==> src/rtl/dmem_arbiter.sv <==
// Shares one data-memory port between the core load/store path (port 0) and a
// loader/debug master (port 1); each access runs IDLE -> ISSUE -> [WAIT] -> [RESP].
module dmem_arbiter #(
  parameter int RD_LAT    = 1,
  parameter int PRIO_MODE = 0
) (
  input  logic        clk,
  input  logic        rst,
  input  logic        p0_req,
  input  logic        p0_wren,
  input  logic [9:0]  p0_addr,
  input  logic [31:0] p0_din,
  input  logic [3:0]  p0_be,
  output logic        p0_gnt,
  output logic        p0_rvalid,
  output logic [31:0] p0_dout,
  input  logic        p1_req,
  input  logic        p1_wren,
  input  logic [9:0]  p1_addr,
  input  logic [31:0] p1_din,
  input  logic [3:0]  p1_be,
  output logic        p1_gnt,
  output logic        p1_rvalid,
  output logic [31:0] p1_dout,
  output logic [9:0]  dmem_addr,
  output logic [31:0] dmem_din,
  output logic [3:0]  dmem_be,
  output logic        dmem_wren,
  input  logic [31:0] dmem_dout,
  output logic        busy
);

  typedef enum logic [1:0] {S_IDLE, S_ISSUE, S_WAIT, S_RESP} state_t;

  localparam logic [2:0] LP_CNT_INIT = (RD_LAT > 0) ? 3'(RD_LAT - 1) : 3'd0;

  state_t      r_state, w_state_next;
  logic        r_last_winner, w_last_winner;
  logic        r_winner, w_winner;
  logic [2:0]  r_cnt, w_cnt;
  logic [9:0]  r_dmem_addr, w_dmem_addr;
  logic [31:0] r_dmem_din, w_dmem_din;
  logic [3:0]  r_dmem_be, w_dmem_be;
  logic        r_dmem_wren, w_dmem_wren;
  logic        r_p0_gnt, w_p0_gnt, r_p1_gnt, w_p1_gnt;
  logic        r_p0_rvalid, w_p0_rvalid, r_p1_rvalid, w_p1_rvalid;
  logic [31:0] r_p0_dout, w_p0_dout, r_p1_dout, w_p1_dout;
  logic        r_busy, w_busy;

  logic w_any_req;
  logic w_pick1;
  logic w_sample;

  assign w_any_req = p0_req | p1_req;
  // Round-robin favours the port that did not win last; fixed priority ignores history.
  assign w_pick1 = (PRIO_MODE != 0) ? ~p0_req
                                    : (p1_req & (~p0_req | ~r_last_winner));
  assign w_sample = ((r_state == S_ISSUE) && !r_dmem_wren && (RD_LAT == 0)) ||
                    ((r_state == S_WAIT) && (r_cnt == 3'd0));

  // State and registered outputs
  always_ff @(posedge clk or posedge rst) begin
    if (rst) begin
      r_state       <= S_IDLE;
      r_last_winner <= 1'b1;
      r_winner      <= 1'b0;
      r_cnt         <= 3'd0;
      r_dmem_addr   <= 10'd0;
      r_dmem_din    <= 32'd0;
      r_dmem_be     <= 4'd0;
      r_dmem_wren   <= 1'b0;
      r_p0_gnt      <= 1'b0;
      r_p1_gnt      <= 1'b0;
      r_p0_rvalid   <= 1'b0;
      r_p1_rvalid   <= 1'b0;
      r_p0_dout     <= 32'd0;
      r_p1_dout     <= 32'd0;
      r_busy        <= 1'b0;
    end else begin
      r_state       <= w_state_next;
      r_last_winner <= w_last_winner;
      r_winner      <= w_winner;
      r_cnt         <= w_cnt;
      r_dmem_addr   <= w_dmem_addr;
      r_dmem_din    <= w_dmem_din;
      r_dmem_be     <= w_dmem_be;
      r_dmem_wren   <= w_dmem_wren;
      r_p0_gnt      <= w_p0_gnt;
      r_p1_gnt      <= w_p1_gnt;
      r_p0_rvalid   <= w_p0_rvalid;
      r_p1_rvalid   <= w_p1_rvalid;
      r_p0_dout     <= w_p0_dout;
      r_p1_dout     <= w_p1_dout;
      r_busy        <= w_busy;
    end
  end

  // Next state
  always_comb begin
    w_state_next = r_state;
    case (r_state)
      S_IDLE:  if (w_any_req) w_state_next = S_ISSUE;
      S_ISSUE: begin
        if (r_dmem_wren)      w_state_next = S_IDLE;
        else if (RD_LAT == 0) w_state_next = S_RESP;
        else                  w_state_next = S_WAIT;
      end
      S_WAIT:  if (r_cnt == 3'd0) w_state_next = S_RESP;
      S_RESP:  w_state_next = S_IDLE;
      default: w_state_next = S_IDLE;
    endcase
  end

  // Output next-values
  always_comb begin
    w_last_winner = r_last_winner;
    w_winner      = r_winner;
    w_cnt         = r_cnt;
    w_dmem_addr   = r_dmem_addr;
    w_dmem_din    = r_dmem_din;
    w_dmem_be     = r_dmem_be;
    w_dmem_wren   = 1'b0;
    w_p0_gnt      = 1'b0;
    w_p1_gnt      = 1'b0;
    w_p0_rvalid   = 1'b0;
    w_p1_rvalid   = 1'b0;
    w_p0_dout     = r_p0_dout;
    w_p1_dout     = r_p1_dout;
    w_busy        = (w_state_next != S_IDLE);
    case (r_state)
      S_IDLE: begin
        if (w_any_req) begin
          w_winner      = w_pick1;
          w_last_winner = w_pick1;
          w_p0_gnt      = ~w_pick1;
          w_p1_gnt      = w_pick1;
          w_dmem_addr   = w_pick1 ? p1_addr : p0_addr;
          w_dmem_din    = w_pick1 ? p1_din  : p0_din;
          w_dmem_be     = w_pick1 ? p1_be   : p0_be;
          w_dmem_wren   = w_pick1 ? p1_wren : p0_wren;
        end else begin
          w_dmem_be = 4'd0;
        end
      end
      S_ISSUE: w_cnt = LP_CNT_INIT;
      S_WAIT:  if (r_cnt != 3'd0) w_cnt = r_cnt - 3'd1;
      default: ;
    endcase
    if (w_sample) begin
      if (r_winner) begin
        w_p1_dout   = dmem_dout;
        w_p1_rvalid = 1'b1;
      end else begin
        w_p0_dout   = dmem_dout;
        w_p0_rvalid = 1'b1;
      end
    end
  end

  assign p0_gnt    = r_p0_gnt;
  assign p1_gnt    = r_p1_gnt;
  assign p0_rvalid = r_p0_rvalid;
  assign p1_rvalid = r_p1_rvalid;
  assign p0_dout   = r_p0_dout;
  assign p1_dout   = r_p1_dout;
  assign dmem_addr = r_dmem_addr;
  assign dmem_din  = r_dmem_din;
  assign dmem_be   = r_dmem_be;
  assign dmem_wren = r_dmem_wren;
  assign busy      = r_busy;

endmodule

==> config.mk <==
export PLATFORM = sky130hd
export DESIGN_NAME = dmem_arbiter
export DESIGN_NICKNAME = d
export VERILOG_FILES = /design/src/rtl/dmem_arbiter.sv
export SDC_FILE = /design/constraint.sdc
export NUM_CORES = 1
export LEC_CHECK = 0
export ABC_AREA = 1
export ABC_CLOCK_PERIOD_IN_PS = 6900
export CAP_MARGIN = 20
export CORE_ASPECT_RATIO = 0.6
export CORE_MARGIN = 4
export CORE_UTILIZATION = 46
export CTS_CLUSTER_DIAMETER = 200
export DETAILED_ROUTE_END_ITERATION = 12
export GPL_TIMING_DRIVEN = 0
export HOLD_SLACK_MARGIN = 0.08
export MAX_ROUTING_LAYER = met4
export PLACE_DENSITY = 0.87
export SYNTH_ARGS = -nofsm -noshare
export SYNTH_HDL_FRONTEND = slang
export SYNTH_SLANG_ARGS = --single-unit
==> constraint.sdc <==
create_clock -name clk -period 6.9 [get_ports clk]
set_input_delay 1.035 -clock clk [delete_from_list [all_inputs] [get_ports clk]]
set_output_delay 1.035 -clock clk [all_outputs]
set_load 0.02 [all_outputs]
* Word level (Yosys, flattened, before mapping)
Index checks and enable logic that the tools add are counted.
Storage, ports and cells: register bits 123, input port bits 130, output and inout bits 116
Cells by class: muxes and demuxes 21, equal/unequal tests 4, add/sub/neg operators 1, bitwise logic cells 7, reductions and logical operators 10
Operators with widths (number):
- $mux 32 | 1
- $mux 1 | 11
- $mux 10 | 1
- $mux 4 | 2
- $pmux 2 s4 | 1
- $reduce_and 2->1 | 4
- $mux 2 | 3
- $pmux 3 s2 | 1
- $eq 2x2->1 const B | 2
- $not 1->1 | 4
- $reduce_bool 2->1 | 2
- $logic_not 3->1 | 1
- $mux 3 | 1
- $reduce_bool 3->1 | 1
- $sub 3x1->3 const B | 1
- $eq 2x1->1 const B | 1
- $logic_not 2->1 | 1
- $ne 2x1->1 const B | 1
- $or 1x1->1 | 2
- $and 1x1->1 | 1
- $logic_and 1x1->1 | 1

* Depth between registers and ports, before layout
depth in word-level cells 6, gate-level depth with buffers 9, gate-level depth less buffers 8

* Least setup slack after synthesis
No wires, ideal clock.
kind input to register, start point in p0_req, end point reg r_dmem_be[3], in the netlist dmem_be[3], setup time 0.117 ns, arrival 1.716 ns, stages 6, path slack 5.066 ns, path through nand2_1 -> buf_4 -> clkbuf_1 -> nand3b_1 -> nand3_1 -> nand2_1
On the way: longest elaborated chain between the ends 5
Ends and longest elaborated chain:
- start: declaration | RTL line 9 | input logic p0_req,
- $not 1->1 | RTL line 57 | : (p1_req & (~p0_req | ~r_last_winner));
- $or 1x1->1 | RTL line 57
- $and 1x1->1 | RTL line 57
- $mux 4 | RTL line 139 | w_dmem_be = w_pick1 ? p1_be : p0_be;
- $mux 4 * | RTL line 132 | if (w_any_req) begin
- end signal: assignment | RTL line 86 | r_dmem_be <= w_dmem_be;
- end: declaration | RTL line 43 | logic [3:0] r_dmem_be, w_dmem_be;
Every way passes the cells marked *; elsewhere a longest branch is shown, timed or not. A chain may end at the register's enable or synchronous reset.

* Final worst setup path
start point reg r_dmem_din[3], in the netlist dmem_din[3], end point out dmem_din[3]
RTL lines:
- start: declaration | RTL line 42 | logic [31:0] r_dmem_din, w_dmem_din;
- start signal: assignment | RTL line 85 | r_dmem_din <= w_dmem_din;
- end: declaration | RTL line 26 | output logic [31:0] dmem_din,
No word-level cell between the ends.

==> summary.txt <==
Synthesis
  – Synth Area in Compound Gates: 0.180%
  – Xor and xnor area share after synthesis: 0%
  – Post-synthesis mux area share: 0%
  – Post-Synthesis Cells: 686
  – Mean cell area of the mapped netlist: 8.11 um2
  – Simple-Gate Fraction of Synth Area: 36.9%
  – Mapped Nets: 818
  – Adder-cell area share of the yosys netlist: 0.450%
  – Yosys cell types: 18
  – Flops & latches, synth: 123
  – Cell Area, Synth: 0.00557 mm2
  – Yosys warns: 0
  – Sequential share of the synthesized area: 55.3%
  – Main combinational cell family by area after synthesis: simple AND/OR/NAND/NOR gates

Placement
  – Post-DP HPWL: 13600 um
  – Routability cong.: 0.829
  – Placed Area: 0.00825 mm2
  – I/O Buffers: 245

Critical path
  – Crit-path leading delay family: buffers and inverters
  – Max stage delay cell, worst path: clkdlybuf4s50_1
  – Crit path kind: reg2out
  – CP Max Fanout: 2
  – Reg-to-reg startpoint: r_cnt[0]$_DFFE_PP0P_
  – Data arrival, critical path: 1.42 ns
  – Cell-by-cell trace of the critical path: clkdlybuf4s50_1
  – Max stage delay on crit path: 0.66 ns
  – Crit path from: dmem_din[3]$_DFFE_PP0P_
  – Critical Path Source Type: register
  – Critical Path Sink Type: primary output
  – Required @ worst endpoint: 5.86 ns
  – Crit path buf inv count: 1

Clock tree
  – Worst-Skew Late Latency: 0.40 ns
  – # hold bufs at CTS: 0
  – Post_cts resized: 0
  – Max H-tree Level: 4
  – # clock sinks: 123
  – CTS Buf Count: 17
  – Clock Tree Root: clkbuf_16
  – Clock Tree Buf Depth: 2
  – Post-CTS setup buffer count: 0
  – TritonCTS clock tree: done
  – Clock Pin Slew Worst Setup and Hold Paths: 0.05 ns

STA
  – Post-route clock period utilization: 35.5%
  – Min cycle time layout: 2.45 ns
  – Slew @ Worst Pin: 0.523 ns
  – Fmax: 408 MHz
  – RSZ-0062 raised after global routing: no
  – Final count of hold timing violations: 0
  – Slew headroom: 65.1%
  – Layout Skew: 0.0121 ns
  – Slew Limit Fails: 0
  – Final setup vio count: 0
  – Fin Setup TNS: 0 ns

Floorplan
  – Die extent in x: 150 um
  – Num rows: 30
  – Die ar.: 0.0140 mm2
  – Initial Util: 48.1%
  – I/O pins: 246
  – Core ar.: 0.0116 mm2
  – Die Y-Extent: 93.2 um

Min path
  – Min-delay src: r_last_winner$_DFFE_PP1P_
  – Hold crit path type: reg2reg

Finish
  – Final #Nets: 1083
  – Final instance area: 0.00886 mm2
  – Layout cell share with drive strength beyond 1: 8.10%
  – Ant. Diodes: 0
  – P&R area growth vs syn: 59.1%

Detailed routing
  – Post-route ant nets: 0
  – Vias: 5610
  – Router iterations before antenna repair: 5
  – Detailed Route WL: 18100 um
  – Initial drt markers: 306
  – Vias/cell: 5.00
  – Drt drc: 0
  – Routed WL per cell: 16.1 um

Status
  – Status: complete, no violations

Power
  – Peak VDD IR: 265 uV
  – Total power draw: 0.00430 W
  – P_leak: 4.43 nW
  – Power Density: 485 mW/mm2

Run
  – Maxcap violations: 0

Global route
  – Initial antenna violation count: 0
  – First-pass GRT wire length: 28300 um
  – Total gr overflow: 0
  – GRT Total Usage: 26.7%
  – Largest net degree at the start of global routing: 88
  – Vias in the first global route: 5516
[synth_stat cells]
| master | number | area share [%] |
|---|---|---|
| clkbuf_1 | 7 | 0.47 |
| nor2_1 | 8 | 0.54 |
| ha_1 | 2 | 0.45 |
| dfrtp_1 | 122 | 55 |
| o21ai_0 | 2 | 0.18 |
| nand2_1 | 335 | 23 |
| nor2_4 | 2 | 0.40 |
| buf_4 | 10 | 1.3 |
| nand2_2 | 3 | 0.34 |
| inv_1 | 27 | 1.8 |
| buf_6 | 7 | 1.4 |
| buf_1 | 3 | 0.20 |
| nand3b_1 | 20 | 2.7 |
| nand3_1 | 114 | 10 |
| buf_2 | 17 | 1.5 |
| nand4_1 | 1 | 0.11 |
| dfstp_2 | 1 | 0.47 |
| inv_2 | 5 | 0.34 |
[logic make-up after synthesis]
kind of cell    count (synthesis)
simple gates                  483
flops                         123
buf+inv                        76
compound gates                  2
fa+ha+maj                       2
[path summary, 6_finish.rpt]
check                                             to  slack, ns  depth (start not counted)
max in group asynchronous  r_last_winner$_DFFE_PP1P_       5.14                          3
max                                      dmem_din[3]       4.45                          1
max reg2reg                  p0_dout[26]$_DFFE_PP0P_       5.20                          9
min reg2reg                r_last_winner$_DFFE_PP1P_       0.47                          2
min                        r_last_winner$_DFFE_PP1P_       0.47                          2
min in group asynchronous    p0_dout[12]$_DFFE_PP0P_       1.01                          2
[layer usage]
metal	routed length, um	GRT usage [%]	share of wire (%)	vias to the layer above
met1	7740	35.8	43	2644
li1	-	-	-	2687
met3	1790	7.17	9.9	29
met4	317	7.76	1.8	0
met2	8220	40.4	45	250
met5	0	-	0	-
[cells in the final DEF (no fill, tap or decap), drive strengths merged, types with 6 or more instances in the layout]
| cell type | n |
|---|---|
| dfrtp | 122 |
| nand3b | 20 |
| clkdlybuf4s50 | 245 |
| nand3 | 114 |
| inv | 34 |
| clkbuf | 25 |
| buf | 38 |
| nand2 | 338 |
| nor2 | 10 |
| clkinv | 6 |
[area by class of cell]
cell class / instances / area [um2]
fill: 868 / 2700
clock buffer: 18 / 439
tap: 160 / 200
timing repair buffer: 246 / 2480
sequential: 123 / 3080
multi-input combinational: 487 / 2090
clock inverter: 13 / 168
buffer: 44 / 277
inverter: 32 / 125
[per-stage QoR]
stage | std cells | hold slack [ns] | utilization, % | setup WS, ns
2_1_floorplan | 686 | 0.442 | - | 2.60
3_3_place_gp | 1091 | 0.454 | 71.1 | 0.844
3_5_place_dp | 1092 | 0.458 | 71.4 | 4.32
4_1_cts | 1123 | 0.471 | 76.6 | 4.42
5_1_grt | 1123 | 0.477 | 76.6 | 4.40
6_report | 1123 | 0.467 | 76.6 | 4.45
[registers in the layout, summed over array words and instances, names as in the netlist, 2 cells and up]
register	count
dmem_din	32
p0_dout	32
p1_dout	32
dmem_addr	10
dmem_be	4
r_cnt	3
r_state	2
[power by group]
part	switching, W	internal, W	total [W]
Combinational	0.00122	0.000915	0.00213
Sequential	0.000189	0.00107	0.00126
Clock	0.000328	0.000578	0.000906
Total	0.00173	0.00256	0.00430
Power figures use the tool's default switching activity.
==> RTL edit 1, RTL diff (config.mk and constraints unchanged) <==
Re-encode `state_t` (4 states) as one-hot, 4 bits wide.
--- a/src/rtl/dmem_arbiter.sv
+++ b/src/rtl/dmem_arbiter.sv
@@ -30,7 +30,7 @@
   output logic        busy
 );
 
-  typedef enum logic [1:0] {S_IDLE, S_ISSUE, S_WAIT, S_RESP} state_t;
+  typedef enum logic [3:0] {S_IDLE = 4'b0001, S_ISSUE = 4'b0010, S_WAIT = 4'b0100, S_RESP = 4'b1000} state_t;
 
   localparam logic [2:0] LP_CNT_INIT = (RD_LAT > 0) ? 3'(RD_LAT - 1) : 3'd0;
 
Formal check against the unedited RTL: same outputs for any inputs over 10 cycles, from zero or initial values and one cycle with rst high; not proved beyond that.
==> RTL edit 1 against the original RTL <==
- synthesized area rose by 3.8%
- combinational power shrank 6%
- via count increased by 3.2%
- worst setup slack hardly changed
- clock skew hardly changed
- total power is 1.0% lower
- sequential cell count increased by 2
- wire length increased by 0.77%
- cell area rose by 3.1%
- critical endpoint is now p1_dout[29]
==> RTL edit 1: results <==
timing:
  relSlewSlack: 0.633
  post-route-period-util: 0.355
  fin_hold_ws_ns: 0.464
  worst_clock_skew_ns: 0.0117
placement:
  post-place-cells: 1117
  port-buffer-count: 245
  pre_cts_slack_ns: 4.38
  dpl_cell_area_sq_um: 8470
  place_congestion: 0.901
  dp_hpwl_mm: 13.8
yosys:
  ys_types: 24
  synthesis.nets: 838
  synth_flop_cell: "dfrtp_1"
  synth.area.top_cells: "dfrtp_1, nand2_1, nand4_1"
  seq_area_frac_synth: 0.542
  netlist_instances: 706
  ys_warn_count: 0
  synth.cells.most_frequent: "nand2_1, dfrtp_1, nand4_1"
  synthArstFlopShare: 1.00
critical_path:
  max_stage_delay_ns: 0.64
  critical_path_arrival_ns: 1.42
  cpMaxStageDelayCell: "clkdlybuf4s50_1"
  critical_path.max_fanout: 2
  reg2reg_depth: 5
  timing.rr.start: "r_winner"
  reg2reg_to: "p0_dout[23]"
  ff2ff_setup_slack_ns: 5.17
  crit_family: "buffers and inverters"
global_route:
  antenna_found_initial: 0
  grt_pass1_wl_mm: 28.8
  grt_pass1_vias: 5625
  grt_max_degree: 99
  grt_use_total: 0.257
cts:
  post_cts_buffers: 0
  cts_buffers: 17
  htree_levels: 4
  path_clk_slew_ns: 0.06
  clockRootBuffer: "clkbuf_16"
  clock_path_buffers: 2
  ctsResizeCount: 0
  clk_latency_ns: 0.41
pwr:
  leakagePower_nw: 4.50
  ir_drop_mv: 0.231
routing:
  drt_iter0_markers: 353
  vias: 5787
  avgRoutedWirePerCell_um: 15.9
  dr.pass1.iters: 5
  drt-total-wl_mm: 18.2
outcome:
  status: "complete, no violations"
worst_hold_path:
  hold_class: "flip-flop to flip-flop"
  worstHoldPathCells: 2
  hold_path_end: "r_last_winner"
  min_from: "r_last_winner"
final_layout:
  drive_above_1_share: 0.0874
  nets: 1103
  antenna_cells: 0
RTL edit 1: layer usage:
layer | global-route usage | share of wire | wire (um) | up-vias
li1 | - | - | - | 2769
met1 | 0.346 | 0.45 | 8190 | 2719
met2 | 0.383 | 0.45 | 8120 | 274
met3 | 0.0783 | 0.090 | 1640 | 25
met4 | 0.0704 | 0.015 | 265 | 0
met5 | - | 0 | 0 | -
RTL edit 1: layout make-up:
| cell class | count | area, sq um |
|---|---|---|
| flip-flops and latches | 125 | 3130 |
| fillers | 884 | 3050 |
| repair buffers | 246 | 2480 |
| multi-input cells | 519 | 2240 |
| clock buffers | 19 | 453 |
| plain buffers | 44 | 333 |
| clock inverters | 13 | 211 |
| well taps | 165 | 206 |
| inverters | 18 | 75.1 |
RTL edit 1: worst max-delay path by stage:
stage                start            to  cells past startpoint
4_1_cts        dmem_din[5]   dmem_din[5]                      1
6_report       p1_dout[29]   p1_dout[29]                      1
3_3_place_gp           rst   p1_dout[13]                      2
5_1_grt          dmem_wren     dmem_wren                      1
3_5_place_dp        p1_req  dmem_din[17]                      8
2_1_floorplan          rst          busy                      1
RTL edit 1: kinds of logic after synthesis:
family | share of synthesized area
buffers and inverters | 0.0697
xor gates and xnor gates | 0.00152
DFF | 0.542
adders and majority gates | 0.00433
and+or+nand+nor | 0.381
AOI/OAI and AO/OA | 0.00195
RTL edit 1: report_power, final:
part	leakage, nW	switching (mW)	internal [mW]
Combinational	2.72	1.13	0.873
Sequential	1.47	0.185	1.07
Clock	0.312	0.329	0.662
==> RTL edit 2, RTL diff (same flow settings) <==
Made on the original files. `RD_LAT`: 1 -> 0.
--- a/src/rtl/dmem_arbiter.sv
+++ b/src/rtl/dmem_arbiter.sv
@@ -1,7 +1,7 @@
 // Shares one data-memory port between the core load/store path (port 0) and a
 // loader/debug master (port 1); each access runs IDLE -> ISSUE -> [WAIT] -> [RESP].
 module dmem_arbiter #(
-  parameter int RD_LAT    = 1,
+  parameter int RD_LAT    = 0,
   parameter int PRIO_MODE = 0
 ) (
   input  logic        clk,
Function: changed (a bounded check fails within 4 cycles, from zero or initial values and one cycle with rst high).
==> RTL edit 2 against the original RTL <==
- wire length is 1.7% lower
- cell area shrank 0.79%
- synthesized area decreased by 1.1%
- clock power increased by 2%
- total power increased by 3.2%
- worst setup slack worse by 0.028 ns
- count of clock-buffer cells in the layout decreased by 1
- utilization shrank 0.11 points
- via count down 2.4%
- sequential cell count is the same
- hold slack hardly changed
==> RTL edit 2: results <==
outcome:
  status: "complete, no violations"
critical_path:
  crit_family: "buffers and inverters"
  critical_path.max_fanout: 2
  cpMaxStageDelayCell: "clkdlybuf4s50_1"
  max_stage_delay_ns: 0.69
  critical_path_arrival_ns: 1.44
routing:
  wl_met3_mm: 1.67
  avgRoutedWirePerCell_um: 15.9
  wl_met2_mm: 8.13
  vias_per_cell: 4.90
  dr.pass1.iters: 7
  vias: 5477
  routed.top_layer: "met4"
  drt_iter0_markers: 252
  wl_met1_mm: 7.79
yosys:
  seq_area_frac_synth: 0.560
  synth.avg_cell_area_sq_um: 8.09
  synth.area.top_cells: "dfrtp_1, nand2_1, nand3_1"
  ys_types: 20
  synthArstFlopShare: 1.00
  ys_warn_count: 0
  synthesis.nets: 812
  synth.cells.most_frequent: "nand2_1, dfrtp_1, nand3_1"
  synth_flop_cell: "dfrtp_1"
final_layout:
  fill_cells: 852
  nets: 1076
  antenna_cells: 0
  drive_above_1_share: 0.0836
cts:
  ctsResizeCount: 0
  cts_buffers: 17
  post_cts_buffers: 0
  htree_levels: 4
  path_clk_slew_ns: 0.06
  clk_latency_ns: 0.40
  clockRootBuffer: "clkbuf_16"
global_route:
  met1_usage: 0.353
  grt_use_total: 0.266
  grt_pass1_vias: 5330
  use_met2: 0.398
  grt_use_met3: 0.0861
  grt_max_degree: 63
  antenna_found_initial: 0
  grt_pass1_wl_mm: 28.0
placement:
  place_congestion: 0.842
  port-buffer-count: 244
  dpl_cell_area_sq_um: 8180
  dp_hpwl_mm: 13.2
pwr:
  powerSeq_mw: 1.26
  clk-power_mw: 0.923
  leakagePower_nw: 4.36
  power.internal_mw: 2.61
  ir_drop_mv: 0.302
timing:
  tightest_slew_ns: 0.567
  worst_clock_skew_ns: 0.0103
worst_hold_path:
  hold_class: "flip-flop to flip-flop"
[RTL edit 2: cell types whose count changed in the layout (fill, tap and decap cells not counted), moves of 6 or more]
cell,before,now
nand2_1,335,323
o21ai_1,0,23
nor2_1,8,26
nand3b_1,20,0
inv_1,26,32
nand3_1,114,91
[RTL edit 2: worst min-delay path, stage by stage (launching register included)]
cell and delay, ns:
dfrtp_1 0.34, nand2_1 0.05, nand2_1 0.04
[RTL edit 2: cell families (layout without fill, tap and decap cells)]
group / after synthesis / after routing / share of synthesized area
flops: 123 / 123 / 0.560
buf+inv: 78 / 355 / 0.0753
fa+ha+maj: 2 / 2 / 0.00455
compound gates: 28 / 28 / 0.0255
simple gates: 449 / 449 / 0.335
[RTL edit 2: cell type report]
type                            count  area [sq um]  share of cell area
Multi-Input combinational cell    479          2010               0.229
Inverter                           37           146              0.0167
Buffer                             41           273              0.0310
Timing Repair Buffer              245          2470               0.281
Clock buffer                       17           425              0.0484
Clock inverter                     15           185              0.0211
Sequential cell                   123          3080               0.350
Tap cell                          160           200              0.0228
[RTL edit 2: worst paths after layout]
kind,start,end,slack (ns),depth (start not counted)
max,dmem_din[31],dmem_din[31],4.42,1
min,p1_dout[25],p1_dout[25],0.47,2
max reg2reg,r_cnt[0],p1_dout[9],5.24,9
min reg2reg,p1_dout[25],p1_dout[25],0.47,2
max in group asynchronous,rst,r_last_winner,5.08,3
min in group asynchronous,rst,p0_dout[21],1.09,2
[RTL edit 2: metrics by stage]
| stage | power (mW) | setup slack, ns | util |
|---|---|---|---|
| after CTS | 4.46 | 4.41 | 0.765 |
| after detailed placement | 3.51 | 4.37 | 0.712 |
| after global placement | 3.45 | 0.764 | 0.709 |
| final | 4.43 | 4.42 | 0.765 |
| after global routing | 4.71 | 4.39 | 0.765 |
| after floorplan | 2.47 | 2.60 | - |
